<file path="config.mk">
export PLATFORM = sky130hd
export DESIGN_NAME = cross_arbiter
export DESIGN_NICKNAME = d
export VERILOG_FILES = /design/src/rtl/cross_arbiter.sv
export SDC_FILE = /design/constraint.sdc
export NUM_CORES = 1
export LEC_CHECK = 0
export ABC_AREA = 1
export BUFFER_PORTS_ARGS = -buffer_cell sky130_fd_sc_hd__buf_4
export CAP_MARGIN = 25
export CORE_MARGIN = 1
export CORE_UTILIZATION = 25
export CTS_BUF_LIST = sky130_fd_sc_hd__clkbuf_8
export DETAILED_ROUTE_END_ITERATION = 16
export PLACE_DENSITY_LB_ADDON = 0.12
export REMOVE_ABC_BUFFERS = 1
export SLEW_MARGIN = 20
export SYNTH_ARGS = -nofsm -noshare
export SYNTH_HDL_FRONTEND = slang
export SYNTH_SLANG_ARGS = --single-unit
</file>
<file path="constraint.sdc">
create_clock -name clk -period 16.03 [get_ports clk]
set_input_delay 0.8015 -clock clk [delete_from_list [all_inputs] [get_ports clk]]
set_output_delay 0.8015 -clock clk [all_outputs]
set_load 0.01 [all_outputs]
</file>
<file path="src/rtl/cross_arbiter.sv">
// Round-robin arbiter in front of a shared two-stage signed cross-product pipeline.
// One grant per cycle; result returns two cycles later tagged with the requester index.
module cross_arbiter #(
    parameter int N   = 4,
    parameter int IDW = 2
) (
    input  logic              clk,
    input  logic              reset,
    input  logic [N-1:0]      req,
    input  logic [N*10-1:0]   req_x0,
    input  logic [N*10-1:0]   req_y0,
    input  logic [N*10-1:0]   req_x1,
    input  logic [N*10-1:0]   req_y1,
    input  logic [N*10-1:0]   req_x2,
    input  logic [N*10-1:0]   req_y2,
    output logic [N-1:0]      gnt,
    output logic              res_valid,
    output logic [IDW-1:0]    res_id,
    output logic [20:0]       res_value,
    output logic              res_neg
);

    logic [IDW-1:0] ptr_q, ptr_d;
    logic [IDW-1:0] gnt_id;
    logic           gnt_any;
    int unsigned    idx;

    logic [9:0]  sel_x0, sel_y0, sel_x1, sel_y1, sel_x2, sel_y2;
    logic [10:0] dx1_d, dy1_d, dx2_d, dy2_d;

    logic           s1_valid_q;
    logic [IDW-1:0] s1_id_q;
    logic [10:0]    dx1_q, dy1_q, dx2_q, dy2_q;

    logic           res_valid_q;
    logic [IDW-1:0] res_id_q;
    logic [20:0]    res_value_q, res_value_d;
    logic [20:0]    e_dx1, e_dy1, e_dx2, e_dy2;

    // Scan from ptr upwards with wrap; reset forces the grant vector low.
    always_comb begin
        gnt     = '0;
        gnt_id  = '0;
        gnt_any = 1'b0;
        idx     = 0;
        if (reset) begin
            for (int i = 0; i < N; i++) begin
                idx = (int'(ptr_q) + i) % N;
                if (!gnt_any && req[idx]) begin
                    gnt[idx] = 1'b1;
                    gnt_id   = IDW'(idx);
                    gnt_any  = 1'b1;
                end
            end
        end
        ptr_d = ptr_q;
        if (gnt_any) begin
            ptr_d = (int'(gnt_id) == N - 1) ? '0 : gnt_id + 1'b1;
        end
    end

    always_comb begin
        sel_x0 = '0;
        sel_y0 = '0;
        sel_x1 = '0;
        sel_y1 = '0;
        sel_x2 = '0;
        sel_y2 = '0;
        for (int i = 0; i < N; i++) begin
            if (gnt[i]) begin
                sel_x0 = req_x0[10*i +: 10];
                sel_y0 = req_y0[10*i +: 10];
                sel_x1 = req_x1[10*i +: 10];
                sel_y1 = req_y1[10*i +: 10];
                sel_x2 = req_x2[10*i +: 10];
                sel_y2 = req_y2[10*i +: 10];
            end
        end
    end

    assign dx1_d = {1'b0, sel_x1} - {1'b0, sel_x0};
    assign dy1_d = {1'b0, sel_y1} - {1'b0, sel_y0};
    assign dx2_d = {1'b0, sel_x2} - {1'b0, sel_x0};
    assign dy2_d = {1'b0, sel_y2} - {1'b0, sel_y0};

    // The true result always fits 21 bits, so modulo-2^21 arithmetic on
    // sign-extended deltas yields the exact signed value.
    assign e_dx1 = {{10{dx1_q[10]}}, dx1_q};
    assign e_dy1 = {{10{dy1_q[10]}}, dy1_q};
    assign e_dx2 = {{10{dx2_q[10]}}, dx2_q};
    assign e_dy2 = {{10{dy2_q[10]}}, dy2_q};
    assign res_value_d = (e_dx1 * e_dy2) - (e_dx2 * e_dy1);

    always_ff @(posedge clk or negedge reset) begin
        if (!reset) begin
            ptr_q       <= '0;
            s1_valid_q  <= 1'b0;
            s1_id_q     <= '0;
            dx1_q       <= '0;
            dy1_q       <= '0;
            dx2_q       <= '0;
            dy2_q       <= '0;
            res_valid_q <= 1'b0;
            res_id_q    <= '0;
            res_value_q <= '0;
        end else begin
            ptr_q       <= ptr_d;
            s1_valid_q  <= gnt_any;
            s1_id_q     <= gnt_id;
            dx1_q       <= dx1_d;
            dy1_q       <= dy1_d;
            dx2_q       <= dx2_d;
            dy2_q       <= dy2_d;
            res_valid_q <= s1_valid_q;
            if (s1_valid_q) begin
                res_id_q    <= s1_id_q;
                res_value_q <= res_value_d;
            end
        end
    end

    assign res_valid = res_valid_q;
    assign res_id    = res_id_q;
    assign res_value = res_value_q;
    assign res_neg   = res_value_q[20];

endmodule

</file>
==> impl_metrics.csv, run 1 <==
group,metric,value,unit
run_status,outcome,"complete, no violations",
route,ant_nets,0,
layout,final_nets,3175,
sta,slew-limit-headroom,0.369,
critical_path,crit_type,"flip-flop to flip-flop",
route,drc_errors,0,
critical_path,endpoint_kind,"flip-flop",
logic_synthesis,yosysSeqAreaShare,0.108,
sta,tns,0,ps
critical_path,cp.required,16370,ps
layout,fillers,7506,
logic_synthesis,synth_ff_type,"dfrtp_1",
logic_synthesis,syn_area,0.0169,sq mm
critical_path,worstPathMaxFanout,12,
logic_synthesis,synth_warnings,0,
floorplanning,dieWidth,262,microns
clock_tree,ctsResizeCount,0,
grt,grt_max_degree,90,
clock_tree,numCtsBuffers,9,
clock_tree,cts_hold_buffers,0,
sta,hold_violations,0,
clock_tree,h-tree-depth,3,
floorplanning,num_rows,95,
route,routed_wl,56200,microns
grt,grt_pass1_wl,88800,microns
route,route.vias.total,14600,
logic_synthesis,synth.avg_cell_area,7.20,sq um
floorplanning,coreArea,0.0670,sq mm
placement,gp_congestion,0.839,
logic_synthesis,synth-edff-count,0,
layout,instances_no_fill,3423,
grt,grt_overflow_total,0,
clock_tree,clock_sinks,73,
clock_tree,cts_root_buf,"clkbuf_8",
floorplanning,initial_utilization,0.252,
layout,drive_gt1_frac,0.132,
sta,finalWorstSetupSlack,9420,ps
sta,worstMarginPinSlew,947,ps
critical_path,worstSetupStartpointType,"flip-flop",
route,vias_per_cell,4.27,
logic_synthesis,yosysMostFrequentCell,"nand2_1",
layout,area.growth.synth_to_final,17.2,%
logic_synthesis,yosysUniqueCellTypes,44,
grt,grt.met1_usage,0.224,
route,wl_per_cell,16.4,microns
sta,clock.fmax,151,MHz
logic_synthesis,synth_top_area_frac,0.305,
clock_tree,cts_setup_buffers,0,
logic_synthesis,synth_top_area_cell,"fa_1",
logic_synthesis,synthArstFlopShare,1.00,
grt,grt_pass1_vias,15800,
clock_tree,path_clk_slew,100,ps
logic_synthesis,synthCells,2351,
grt,grt_use_met2,0.279,
clock_tree,clk_path_buf_depth,2,
sta,whs,463,ps
route,drt_first_pass_iters,5,
logic_synthesis,ys_seq_elements,73,
flow_run,drv_cap,0,
floorplanning,die-area,0.0687,sq mm
grt,grt_util_all_layers,0.166,
logic_synthesis,yosys-top-cells-count,"nand2_1, inv_1, fa_1",
sta,min_period,6610,ps
placement,pre_cts_ws,9370,ps
sta,rsz0062_at_grt,"false",
logic_synthesis,synth_area_leaders,"fa_1, nand2_1, inv_1, dfrtp_1, ha_1",
sta,setup_viol,0,
placement,dp_hpwl,48000,microns
critical_path,arrival,6960,ps
route,drtIter0Drc,532,
grt,use_met3,0.0251,
grt,grt-busiest-layer,"met2",
floorplanning,die_h,262,microns
hold_path,holdCritPathClass,"flip-flop to flip-flop",
grt,antenna_found_initial,2,
sta,skew,28.3,ps
sta,slew_violations,0,
placement,post-place-cells,3406,
clock_tree,insertion_delay,440,ps
clock_tree,cts_tree,"yes",
placement,io_buffer_count,274,
sta,period_share,0.413,
floorplanning,ios,275,
[logic make-up after synthesis]
family	count (synthesis)	synth area share
fa+ha+maj	385	0.399
buf+inv	670	0.155
compound gates	149	0.0502
xor+xnor	62	0.0321
flops	73	0.108
simple gates	1012	0.255
[registers in the layout, indices dropped and copies added, names as in the netlist]
signal / cells
res_valid: 1
dy2_q: 11
res_value: 21
dx2_q: 11
ptr_q: 2
dy1_q: 11
dx1_q: 11
s1_id_q: 2
res_id: 2
s1_valid_q: 1
[layer usage]
metal	wire, microns	share of wire
met1	27100	0.48
met2	26200	0.47
met3	2280	0.041
met4	697	0.012
met5	0	0
[worst max-delay path: stages, from the launching register on]
cell and delay [ps]:
dfrtp_1 550, nand2_1 190, inv_1 100, fa_1 810, inv_1 140, fa_1 500, inv_1 60, fa_1 500
inv_1 60, fa_1 550, fa_1 430, fa_1 500, inv_1 50, fa_1 480, inv_1 40, ha_1 320
a21oi_1 210, o21ai_0 160, a21oi_1 190, nand2_1 90, a21o_1 170, or2_2 260, nand3_1 70, nand2_1 60
[path summary, 6_finish.rpt]
kind	from	endpoint	slack, ps	cells past startpoint
setup / recovery	dx2_q[10]	res_value[15]	9420	23
hold / removal	s1_id_q[1]	res_id[1]	460	2
setup reg to reg	dx2_q[10]	res_value[15]	9420	23
hold reg to reg	s1_id_q[1]	res_id[1]	460	2
max in group asynchronous	reset	res_value[8]	14970	1
min in group asynchronous	reset	dx1_q[10]	480	1
[stage by stage]
stage	util	area (sq um)
finish	0.296	19800
global route	0.296	19800
CTS	0.296	19800
detailed placement	0.293	19600
global placement	0.293	19600
floorplan	-	16400
[cells in the final DEF (no fill, tap or decap), types with 2 or more instances in the layout]
master | Yosys | final
a211oi_1 | 2 | 2
nand3b_1 | 3 | 3
o211ai_1 | 4 | 4
clkbuf_8 | 0 | 11
nor3_1 | 7 | 7
inv_2 | 3 | 3
nand4_1 | 46 | 46
nor2_1 | 48 | 48
xor2_1 | 34 | 34
fa_1 | 258 | 258
inv_1 | 567 | 567
a31oi_1 | 16 | 16
xnor2_1 | 28 | 28
clkinv_2 | 0 | 3
o31ai_1 | 5 | 5
or2_2 | 12 | 12
o21ai_1 | 13 | 13
nand2_1 | 731 | 731
ha_1 | 127 | 127
o2111ai_1 | 4 | 4
or2_0 | 32 | 32
a21o_1 | 7 | 7
nand3_2 | 4 | 4
nand2_4 | 3 | 3
nor2_4 | 2 | 2
dfrtp_1 | 73 | 73
o21ai_0 | 36 | 36
nand2_2 | 10 | 10
o21bai_1 | 6 | 6
buf_4 | 7 | 280
nand3_1 | 99 | 99
a21oi_1 | 53 | 53
clkinvlp_4 | 0 | 2
or2_1 | 10 | 10
[layout make-up]
cell class	count	area, sq um	share of cell area
timing repair buffer	281	2110	0.107
multi-input combinational	1608	12500	0.629
antenna	1	2.50	0.000126
clock buffer	11	151	0.00763
tap	873	1090	0.0551
inverter	571	2150	0.108
clock inverter	5	30.0	0.00151
sequential	73	1830	0.0921
Power of run 1 is left out: the tool's default activity adds up to more than one toggle a clock period on the data nets, which glitch-free logic cannot reach.
==> run 2, diff against run 1 <==
--- a/config.mk
+++ b/config.mk
@@ -5,7 +5,7 @@
 export SDC_FILE = /design/constraint.sdc
 export NUM_CORES = 1
 export LEC_CHECK = 0
-export ABC_AREA = 1
+export ABC_AREA = 0
 export BUFFER_PORTS_ARGS = -buffer_cell sky130_fd_sc_hd__buf_4
 export CAP_MARGIN = 25
 export CORE_MARGIN = 1
==> constraint.sdc (replaced) <==
create_clock -name clk -period 6.5 [get_ports clk]
set_input_delay 0.325 -clock clk [delete_from_list [all_inputs] [get_ports clk]]
set_output_delay 0.325 -clock clk [all_outputs]
set_load 0.01 [all_outputs]
==> run 2 against run 1 <==
Effect of this change:
- routed wire length down 7.9%
- highest routed layer unchanged
- first-iteration DRC count down 4.9%
- synthesized cell count down 28%
- cell area down 5.9%
- critical path type unchanged
==> impl_metrics.csv, run 2 <==
group,metric,value,unit
sta,skew,17.3,ps
layout,final_cell_mix,"inv_1, buf_4, fa_1, nand2_1, and2_1",
grt,grt_pass1_wl,80600,microns
logic_synthesis,syn_area,0.0152,sq mm
sta,slew_violations,0,
layout,largest_reg_flops,21,
sta,min_period,6230,ps
floorplanning,ios,275,
clock_tree,h-tree-depth,3,
logic_synthesis,synthArstFlopShare,1.00,
flow_run,drv_cap,0,
placement,dp_hpwl,44500,microns
logic_synthesis,synthCells,1694,
sta,rsz0062_at_grt,"false",
logic_synthesis,yosysUniqueCellTypes,59,
floorplanning,die-area,0.0619,sq mm
sta,clock.fmax,161,MHz
clock_tree,cts_root_buf,"clkbuf_8",
route,ant_nets,0,
route,route.vias.total,12300,
clock_tree,cts_tree,"yes",
logic_synthesis,synth_top_area_cell,"fa_1",
critical_path,crit_path_cell_trace,"buf_4 > nand2_1 > fa_1 > fa_1 > inv_1 > fa_1 > fa_1 > inv_1 > fa_1 > fa_1 > fa_1 > inv_1 > ha_1 > o21a_1 > o22ai_1 > a31o_2 > o31a_1 > o21ai_2 > a31oi_1 > xnor2_1 > a21oi_1",
route,vias_per_cell,4.47,
critical_path,max_stage_delay,550,ps
placement,gp_congestion,0.813,
layout,final_nets,2584,
route,drtIter0Drc,506,
sta,worstMarginPinSlew,918,ps
critical_path,cp.depth,21,
grt,grt_pass1_vias,13600,
critical_path,cp.required,6850,ps
clock_tree,clock_sinks,73,
sta,finalWorstSetupSlack,270,ps
sta,slew-limit-headroom,0.382,
logic_synthesis,yosys-top-cells-count,"inv_1, fa_1, nand2_1",
floorplanning,num_rows,90,
placement,pre_cts_ws,-53.6,ps
route,drt_first_pass_iters,5,
sta,hold_violations,0,
logic_synthesis,synth_ff_type,"dfrtp_1",
grt,grt_util_all_layers,0.171,
logic_synthesis,ys_seq_elements,73,
run_status,outcome,"complete, no violations",
critical_path,rr_worst_depth,21,
floorplanning,initial_utilization,0.253,
grt,grt_overflow_total,0,
layout,area.growth.synth_to_final,22.6,%
critical_path,endpoint_kind,"flip-flop",
grt,antenna_found_initial,1,
critical_path,crit_type,"flip-flop to flip-flop",
critical_path,arrival,6580,ps
route,wl_per_cell,18.9,microns
floorplanning,dieWidth,249,microns
critical_path,cp_slowest_cell,"fa_1",
route,drc_errors,0,
layout,postLayoutCoreUtil,0.310,
floorplanning,die_h,249,microns
floorplanning,coreArea,0.0602,sq mm
clock_tree,numCtsBuffers,9,
clock_tree,path_clk_slew,100,ps
critical_path,worstPathMaxFanout,7,
logic_synthesis,synth_top_area_frac,0.339,
logic_synthesis,yosysSeqAreaShare,0.120,
logic_synthesis,yosysMostFrequentCell,"inv_1",
logic_synthesis,synth_area_leaders,"fa_1, dfrtp_1, ha_1, inv_1, and2_1",
critical_path,worstSetupStartpointType,"flip-flop",
layout,fillers,6372,
layout,drive_gt1_frac,0.221,
sta,setup_viol,0,
critical_path,path_buf_inv,4,
critical_path,critPathTopFamily,"adder cells",
logic_synthesis,synth-edff-count,0,
clock_tree,clk_path_buf_depth,2,
placement,io_buffer_count,274,
logic_synthesis,synth.avg_cell_area,8.98,sq um
clock_tree,insertion_delay,420,ps
critical_path,rrSetupSlack,270,ps
route,routed_wl,51800,microns
layout,layout_commonest_cell,"inv_1",
hold_path,holdCritPathClass,"input pin to asynchronous set/reset pin",
grt,grt_max_degree,67,
sta,period_share,0.958,
logic_synthesis,synth_warnings,0,
critical_path,cpMostUsedCell,"fa_1",
## run 2: cell types whose count changed after synthesis, moves of 20 or more
| cell | change |
|---|---|
| inv_1 | -233 |
| nor2b_1 | +25 |
| and2_1 | +137 |
| a221oi_1 | +51 |
| o21ai_0 | +88 |
| or2_0 | -32 |
| xor2_1 | -20 |
| nand4_1 | -46 |
| nand3_1 | -93 |
| nand2_1 | -572 |
## run 2: worst paths after layout
path                             from       endpoint
setup / recovery             dy2_q[3]  res_value[20]
hold / removal                  reset       dx2_q[5]
setup reg to reg             dy2_q[3]  res_value[20]
hold reg to reg            s1_id_q[1]      res_id[1]
max in group asynchronous       reset  res_value[20]
min in group clk           req_y1[39]      dy1_q[10]
## run 2: per-stage QoR
step	instance area [sq um]	hold slack, ps	std cells	TNS, ps
3_5_place_dp	18300	204	2716	-61.8
6_report	18700	329	2742	0
5_1_grt	18700	318	2741	0
4_1_cts	18500	306	2733	0
2_1_floorplan	14800	29.4	1603	-2960
3_3_place_gp	18300	205	2716	0
## run 2: cell families after synthesis
kind of cell               synth area share
muxes                                0.0206
and+or+nand+nor                       0.138
AOI/OAI and AO/OA                     0.133
adders and majority gates             0.444
DFF                                   0.120
buffers and inverters                 0.111
xor gates and xnor gates             0.0340
## run 2: what timing repair did
item	CTS	global route
endpoints found under the hold margin	7	0
buffers inserted	0	6
gates resized for setup	5	22
hold buffers	1	0
pin swaps	0	1
setup endpoints to repair	2	6
## run 2: worst register-to-register path, stage by stage, from the launching register on
cell     delay (ps)
dfrtp_2         470
buf_4           180
nand2_1          70
fa_1            420
fa_1            550
inv_1            70
fa_1            510
fa_1            520
inv_1            50
fa_1            550
fa_1            430
fa_1            480
inv_1            40
ha_1            290
o21a_1          200
o22ai_1          90
a31o_2          240
o31a_1          340
o21ai_2         220
a31oi_1         130
xnor2_1         140
a21oi_1         160
## run 2: per-layer routing
| layer | vias up | global-route usage | part of all wire |
|---|---|---|---|
| li1 | 5841 | - | - |
| met3 | 42 | 0.0304 | 0.043 |
| met4 | 0 | 0.0328 | 0.014 |
| met1 | 6103 | 0.230 | 0.47 |
| met5 | - | 0 | 0 |
| met2 | 271 | 0.288 | 0.48 |
## run 2: area by class of cell
class                           count  area (sq um)  area share
Sequential cell                    73          1850      0.0991
Timing Repair Buffer              339          2590       0.139
Clock buffer                       11           151     0.00812
Clock inverter                      5          55.1     0.00295
Inverter                          339          1270      0.0682
Antenna cell                        2          5.00    0.000268
Tap cell                          782           978      0.0525
Multi-Input combinational cell   1191         11700       0.630
Power of run 2 is left out for the same reason.
